File: src/rtl/apb3_bridge_mux_reg.sv
// Registered APB3 splitter: one target port fanned out to NUM_SLOTS completer slots,
// with per-slot enable mask, unmapped-access error and PREADY timeout.
module apb3_bridge_mux_reg #(
    parameter int          NUM_SLOTS   = 16,
    parameter int          DATA_W      = 32,
    parameter int          ADDR_W      = 32,
    parameter int          MADDR_BITS  = 12,
    parameter logic [31:0] SLOT_EN     = 32'hFFFF_FFFF,
    parameter int          TIMEOUT_CYC = 256
) (
    input  logic                        PCLK,
    input  logic                        PRESET,
    input  logic                        PSEL,
    input  logic                        PENABLE,
    input  logic                        PWRITE,
    input  logic [ADDR_W-1:0]           PADDR,
    input  logic [DATA_W-1:0]           PWDATA,
    output logic [DATA_W-1:0]           PRDATA,
    output logic                        PREADY,
    output logic                        PSLVERR,
    output logic [NUM_SLOTS-1:0]        PSELS,
    output logic                        PENABLES,
    output logic                        PWRITES,
    output logic [ADDR_W-1:0]           PADDRS,
    output logic [DATA_W-1:0]           PWDATAS,
    input  logic [NUM_SLOTS*DATA_W-1:0] PRDATAS,
    input  logic [NUM_SLOTS-1:0]        PREADYS,
    input  logic [NUM_SLOTS-1:0]        PSLVERRS,
    output logic                        TIMEOUT
);

    localparam int SEL_BITS = (NUM_SLOTS > 1) ? $clog2(NUM_SLOTS) : 1;
    localparam int CNT_W    = (TIMEOUT_CYC > 2) ? $clog2(TIMEOUT_CYC) : 1;
    localparam logic [CNT_W-1:0] CNT_LAST =
        CNT_W'((TIMEOUT_CYC > 0) ? TIMEOUT_CYC - 1 : 0);
    localparam logic [31:0] SLOT_MASK =
        (NUM_SLOTS >= 32) ? 32'hFFFF_FFFF : ((32'd1 << NUM_SLOTS) - 32'd1);
    // Slots beyond NUM_SLOTS are folded into the enable mask as unmapped
    localparam logic [31:0] EN_MASK = SLOT_EN & SLOT_MASK;

    typedef enum logic [1:0] {
        IDLE,
        SETUP_S,
        ACCESS_S,
        RESP
    } state_t;

    state_t state_q, state_d;

    logic                  write_q;
    logic [MADDR_BITS-1:0] addr_q;
    logic [DATA_W-1:0]     wdata_q;
    logic [SEL_BITS-1:0]   sel_q;
    logic [DATA_W-1:0]     rdata_q;
    logic                  err_q;
    logic                  to_q;
    logic [CNT_W-1:0]      cnt_q;

    logic [SEL_BITS-1:0] req_idx;
    logic                req_ok;
    logic                start;
    logic                slot_rdy;
    logic                slot_err;
    logic [DATA_W-1:0]   slot_rdata;
    logic                timed_out;
    logic                unused_bits;

    assign req_idx    = PADDR[MADDR_BITS+SEL_BITS-1:MADDR_BITS];
    assign req_ok     = EN_MASK[5'(req_idx)];
    assign start      = PSEL & ~PENABLE;
    assign slot_rdy   = PREADYS[sel_q];
    assign slot_err   = PSLVERRS[sel_q];
    assign slot_rdata = PRDATAS[int'(sel_q)*DATA_W +: DATA_W];
    assign timed_out  = (TIMEOUT_CYC != 0) && (cnt_q == CNT_LAST);
    assign unused_bits = ^PADDR;

    always_ff @(posedge PCLK or posedge PRESET) begin
        if (PRESET) begin
            state_q <= IDLE;
        end else begin
            state_q <= state_d;
        end
    end

    always_comb begin
        state_d = state_q;
        unique case (state_q)
            IDLE:     if (start) state_d = req_ok ? SETUP_S : RESP;
            SETUP_S:  state_d = ACCESS_S;
            ACCESS_S: if (slot_rdy || timed_out) state_d = RESP;
            RESP:     state_d = IDLE;
        endcase
    end

    always_ff @(posedge PCLK or posedge PRESET) begin
        if (PRESET) begin
            write_q <= 1'b0;
            addr_q  <= '0;
            wdata_q <= '0;
            sel_q   <= '0;
            rdata_q <= '0;
            err_q   <= 1'b0;
            to_q    <= 1'b0;
            cnt_q   <= '0;
        end else begin
            unique case (state_q)
                IDLE: begin
                    if (start) begin
                        write_q <= PWRITE;
                        addr_q  <= PADDR[MADDR_BITS-1:0];
                        wdata_q <= PWDATA;
                        sel_q   <= req_idx;
                        err_q   <= ~req_ok;
                        rdata_q <= '0;
                        to_q    <= 1'b0;
                    end
                end
                SETUP_S: cnt_q <= '0;
                ACCESS_S: begin
                    // A ready on the last allowed cycle completes normally
                    if (slot_rdy) begin
                        rdata_q <= write_q ? '0 : slot_rdata;
                        err_q   <= slot_err;
                    end else if (timed_out) begin
                        rdata_q <= '0;
                        err_q   <= 1'b1;
                        to_q    <= 1'b1;
                    end else begin
                        cnt_q <= cnt_q + 1'b1;
                    end
                end
                RESP: to_q <= 1'b0;
            endcase
        end
    end

    always_comb begin
        PSELS    = '0;
        PENABLES = 1'b0;
        PREADY   = 1'b0;
        PRDATA   = '0;
        PSLVERR  = 1'b0;
        TIMEOUT  = 1'b0;
        for (int i = 0; i < NUM_SLOTS; i++) begin
            PSELS[i] = ((state_q == SETUP_S) || (state_q == ACCESS_S))
                       && (sel_q == SEL_BITS'(i));
        end
        if (state_q == ACCESS_S) begin
            PENABLES = 1'b1;
        end
        if (state_q == RESP) begin
            PREADY  = 1'b1;
            PRDATA  = rdata_q;
            PSLVERR = err_q;
            TIMEOUT = to_q;
        end
    end

    assign PWRITES = write_q;
    assign PADDRS  = ADDR_W'(addr_q);
    assign PWDATAS = wdata_q;

endmodule
File: config.mk
export PLATFORM = sky130hd
export DESIGN_NAME = apb3_bridge_mux_reg
export DESIGN_NICKNAME = d
export VERILOG_FILES = /design/src/rtl/apb3_bridge_mux_reg.sv
export SDC_FILE = /design/constraint.sdc
export NUM_CORES = 1
export LEC_CHECK = 0
export CAP_MARGIN = 15
export CORE_AREA = 5 5 279 281
export CTS_CLUSTER_SIZE = 24
export DETAILED_ROUTE_END_ITERATION = 6
export DIE_AREA = 0 0 284 286
export PLACE_DENSITY = 0.33
export SLEW_MARGIN = 40
export SYNTH_ARGS = -nofsm -noshare
export SYNTH_HDL_FRONTEND = slang
export SYNTH_SLANG_ARGS = --single-unit
File: constraint.sdc
create_clock -name PCLK -period 3.7 [get_ports PCLK]
set_clock_uncertainty 0.15 [all_clocks]
set_input_delay 0.555 -clock PCLK [delete_from_list [all_inputs] [get_ports PCLK]]
set_output_delay 0.555 -clock PCLK [all_outputs]
set_load 0.05 [all_outputs]
Yosys cells after proc, flatten, opt, wreduce, memory -nomap -nowiden
Memory sizes are Yosys's and may differ from the RTL's. Index checks and enable logic that the tools add are counted.

Multiplexer cells: 29. Magnitude comparators: 2. $add $sub $neg: 1. Bitwise operators: 3. Reduce and logical (&&, ||, !) cells: 28. Equality and inequality tests: 25. Shifts and indexed selects: 1.

Operator list (count): 512-bit by 10-bit indexed part select with 32-bit output (1); 32-bit 2-to-1 mux (5); 32-bit one-hot mux with 2 select lines (1); 4-bit equality test, second input constant (8); 4-bit by 3-bit equality test with 1-bit output, second input constant (4); 1-bit logical AND (16); 8-bit 2-to-1 mux (2); 8-bit one-hot mux with 2 select lines (1); 1-bit 2-to-1 mux (12); 2-bit != test, second input constant (5); 8-bit by 1-bit adder with 8-bit output, second input constant (1); 1-bit binary-select mux with 4-bit select (2); 4-bit by 2-bit equality test with 1-bit output, second input constant (2); 8-bit equality test, second input constant (1); 2-bit one-hot mux with 4 select lines (1); 4-bit by 6-bit less-than comparator with 1-bit output, second input constant (1); 2-bit 2-to-1 mux (3); 3-bit AND reduction (2); 4-bit by 5-bit less-than comparator with 1-bit output, second input constant (1); 2-bit equality test, second input constant (2); 4-bit by 1-bit equality test with 1-bit output, second input constant (1); 4-bit logical NOT (1); 2-bit AND reduction (2); 4-bit AND reduction (1); other kinds (10) (13).

Word-level logic and storage cells: 99. ROM bits: 16. Input bits: 613. Output and inout bits: 117. Memories kept: 1. Register bits: 93.

Memories: (name not given) (depth 16, bits a word 1, rd ports 1, clocked after memory_dff 0, write ports 0, RTL line 69) `assign req_ok = EN_MASK[5'(req_idx)];`.

Longest topological paths before layout
Depth after elaboration: 5. Mapped depth: 8. Mapped depth without buffers: 6.

Least setup slack after synthesis
Ideal clock, no wire load.

Path kind: register to output. From: register sel_q[0]. To: output PSELS[0]. Path slack: 604 ps. Stages on the path, launching flop included: 5. Required time: 2995 ps. Buffers on the path: 2. Arrival time: 2391 ps. Cell sequence: dfrtp_1 clkbuf_1 clkbuf_1 or3b_2 nor3_1.

Longest elaborated chain between the ends: 2.

RTL lines: start, declared (RTL line 53) `logic [SEL_BITS-1:0] sel_q;`; start signal, assigned (RTL line 112) `sel_q <= req_idx;`; 4-bit logical NOT (RTL line 146) `&& (sel_q == SEL_BITS'(i));`; 1-bit logical AND (RTL line 146); end, declared (RTL line 21) `output logic [NUM_SLOTS-1:0] PSELS,`.

No other way between the ends.

Final worst setup path
From: register state_q[0]. To: output PSELS[0].

Longest elaborated chain between the ends: 3. Elaborated cells on any way between the ends: 4. Those cells by class: eq/ne: 2; reduce/logical: 2.

RTL lines: start, declared (RTL line 48) `state_t state_q, state_d;`; start signal, assigned (RTL line 81) `state_q <= state_d;`; 2-bit by 1-bit equality test with 1-bit output / 2-bit equality test (equally long branches) (RTL line 145) `PSELS[i] = ((state_q == SETUP_S) || (state_q == ACCESS_S))`; 1-bit logical OR * (RTL line 145); 1-bit logical AND * (RTL line 146).

Mark *: on every way between the ends. The rest lies on a longest branch, timed or not.

==> key figures <==
Routing
  – Via count: 8733
  – Post-route antenna net violation count: 0
  – Final wirelength: 60000 um
  – # DRC: 0
  – Wire per inst: 26.1 um
  – Drt pass-1 iters: 4
  – Vias/cell: 3.79
  – Iteration-0 DRC Markers: 320

Yosys
  – Simple-gate share of the synthesized area: 6.04%
  – Synth async-reset ratio: 100%
  – Post-synth top flop: dfrtp_1
  – Seq cells post-synth: 93
  – Post-synth EDFFs: 0
  – Yosys cell types: 39
  – Yosys Warn Count: 0
  – Mux share of post-synthesis cell area: 47.6%
  – Post-Synth Adder-Cell Area: 0.891%
  – Syn avg cell area: 12.9 sq um
  – Post-synthesis cell count: 655
  – Largest family of logic cells by synthesized area: multiplexers
  – Synthesized area: 8430 sq um
  – Post-synthesis sequential area ratio: 27.6%
  – Compound-cell area share of the yosys netlist: 11.1%
  – XOR/XNOR share of the synthesized area: 0%

Setup path
  – R2r endpoint: rdata_q[7]
  – Critical path fanouts, max: 5
  – Worst Setup EP: PSELS[0]
  – CP Capture Type: output port
  – Startpoint Class: register
  – R2r startpoint: sel_q[2]
  – R2r worst-path depth: 4
  – Crit path DAT: 2.82 ns
  – Critical setup path kind: register to output port
  – Crit path required time: 2.99 ns
  – Reg2Reg Setup Slack: 0.89 ns
  – Crit. Startpoint: state_q[0]

Place
  – Post-DP HPWL: 50700 um
  – IO Port Bufs: 693
  – Post-placement cell count: 2280
  – Gp weighted congestion: 0.789

Global routing
  – Largest net degree at the start of global routing: 74
  – GRT Overall Usage: 14.2%
  – Vias in the first global route: 9867
  – Antenna violations before repair: 23
  – First-pass GRT wire length: 81400 um
  – Total gr overflow: 0

STA
  – Final worst-path cycle share: 95.4%
  – Final setup viols: 0
  – Min Hold Slack: 0.355 ns
  – Setup TNS: 0 ns
  – Slew HR: 48.1%
  – Fmax achieved: 283 MHz
  – Actual slew at the worst max-slew pin: 0.779 ns
  – Max Slew Vio Count: 0
  – RSZ-0062 raised after global routing: false
  – Tmin final: 3.53 ns
  – Fin. Hold Viols: 0

Floorplanning
  – IO Count: 730
  – CORE AREA: 75200 sq um
  – DIE AREA: 81200 sq um
  – Initial Util: 11.2%
  – Die Wd: 284 um
  – Chip Height: 286 um
  – Rows: 101

Final layout
  – Number of fill cells: 8028
  – Synth-to-Final Area Change: 100%
  – Finished Core Util: 22.5%
  – Share of layout cells above drive strength 1: 18.2%
  – Seq. cell area: 2330 sq um
  – Final nets: 1932
  – Multi-input logic area: 5640 sq um
  – Final std cells w/o fill: 2302

Clock network
  – Post-CTS setup buffer count: 0
  – TritonCTS clock tree: yes
  – Clock latency on the worst-skew pair: 0.39 ns
  – H-tree depth: 3
  – Clock buffer depth: 2
  – PostCTS Resize Cnt: 0
  – CTS buffer count: 9
  – TritonCTS Sinks: 93
  – Hold buffers post-CTS: 0
  – Worst-path clk slew: 0.08 ns
  – Root Buffer: clkbuf_16

Power
  – Comb power frac: 73.6%
  – Pwr dens: 662 nW/um^2
  – P_sw: 5470 uW
  – Sequential share of power: 16.9%
  – Net Sw Frac: 48.9%
  – Lkg Pwr: 0.00604 uW
  – P_int: 5700 uW
  – Clock Power Share: 9.5%
  – Max VDD drop: 313 uV

Hold path
  – Hold crit path type: register to register

Run
  – Maximum capacitance violations: 0

Outcome
  – Status: complete, no violations
cell families after synthesis:
| logic type | after synthesis |
|---|---|
| simple gates | 90 |
| compound gates | 114 |
| flops | 93 |
| buf+inv | 128 |
| other cells | 1 |
| fa+ha+maj | 6 |
| mux | 223 |
worst max-delay path: stages, from the launching register on:
cell and delay (ns):
dfrtp_1 0.41, inv_1 0.10, ha_1 0.40, or3b_2 0.53
nor3_1 0.17, clkdlybuf4s50_1 0.84
through the flow:
stage,worst slack [ns],total power (uW),cell area [sq um]
3_5_place_dp,0.498,10400,16600
3_3_place_gp,0.533,10300,16600
2_1_floorplan,0.575,7040,8500
4_1_cts,0.148,11500,16900
6_report,0.170,11200,16900
5_1_grt,0.0950,11900,16900
area by class of cell:
class | instances | share of cell area (%)
Antenna cell | 6 | 0.0889
Clock buffer | 9 | 1.33
Clock inverter | 7 | 0.511
Inverter | 37 | 0.837
Multi-Input combinational cell | 453 | 33.4
Sequential cell | 93 | 13.8
Tap cell | 978 | 7.25
Timing Repair Buffer | 719 | 42.8
per-layer routing:
metal  vias up  routed length, um  GRT usage, %
met2       419              30500          24.8
met4        12                829          3.38
li1       3915                  -             -
met3        39               4800          4.76
met1      4348              23800          16.9
met5         -                 69             0
placed cells by master (no fill, tap or decap), types with 4 or more instances in the layout:
cell,instances
nand3_1,6
mux2_2,49
inv_1,36
buf_12,7
nor2_1,14
nand2_1,7
clkbuf_16,9
clkdlybuf4s50_1,693
diode_2,6
buf_4,19
ha_1,5
a22o_1,64
and2_1,35
o211ai_1,32
nand2b_1,5
dfrtp_1,91
a21oi_1,4
mux2i_1,36
mux4_2,137
nor3_1,5
conb_1,20
synthesized netlist by cell type, types with 2 or more instances:
| master | instances | area share [%] |
|---|---|---|
| nor2b_1 | 4 | 0.30 |
| buf_1 | 21 | 0.94 |
| ha_1 | 6 | 0.89 |
| o21ai_0 | 2 | 0.12 |
| and2_1 | 36 | 2.7 |
| mux2_2 | 49 | 6.5 |
| nand2b_1 | 5 | 0.37 |
| buf_4 | 21 | 1.9 |
| o32a_1 | 2 | 0.24 |
| o31ai_1 | 3 | 0.27 |
| nand2_1 | 7 | 0.31 |
| o211ai_1 | 32 | 2.9 |
| a22oi_1 | 2 | 0.18 |
| mux4_2 | 137 | 37 |
| nand3b_1 | 3 | 0.27 |
| or4_1 | 3 | 0.27 |
| nor3_1 | 5 | 0.30 |
| nand3_1 | 6 | 0.36 |
| a22o_1 | 64 | 6.7 |
| nor2_1 | 15 | 0.67 |
| clkbuf_1 | 39 | 1.7 |
| mux2i_1 | 36 | 4.3 |
| dfrtp_1 | 93 | 28 |
| a21oi_1 | 4 | 0.24 |
| inv_1 | 37 | 1.6 |
| buf_2 | 10 | 0.59 |
worst min-delay path by stage:
stage	slack, ns	cells past startpoint	endpoint	start
floorplan	0.31	1	err_q	err_q
global placement	0.34	1	PWDATAS[26]	PWDATAS[26]
detailed placement	0.34	1	PWDATAS[31]	PWDATAS[31]
CTS	0.36	2	rdata_q[30]	PRESET
global route	0.37	1	PWDATAS[0]	PWDATAS[0]
finish	0.35	1	to_q	to_q
power by group through the flow:
stage                     sequential (uW)  clock (uW)  combinational [uW]
final                                1890        1060                8230
after global routing                 1970        1170                8770
after CTS                            1900        1150                8450
after detailed placement             1920           0                8430
after global placement               1910           0                8430
after floorplan                      2580           0                4450
registers in the layout, indices dropped and copies added (netlist names):
name,flops
PWDATAS,32
rdata_q,32
addr_q,12
cnt_q,8
sel_q,4
state_q,2
PWRITES,1
err_q,1
to_q,1
Power figures use the tool's default switching activity.
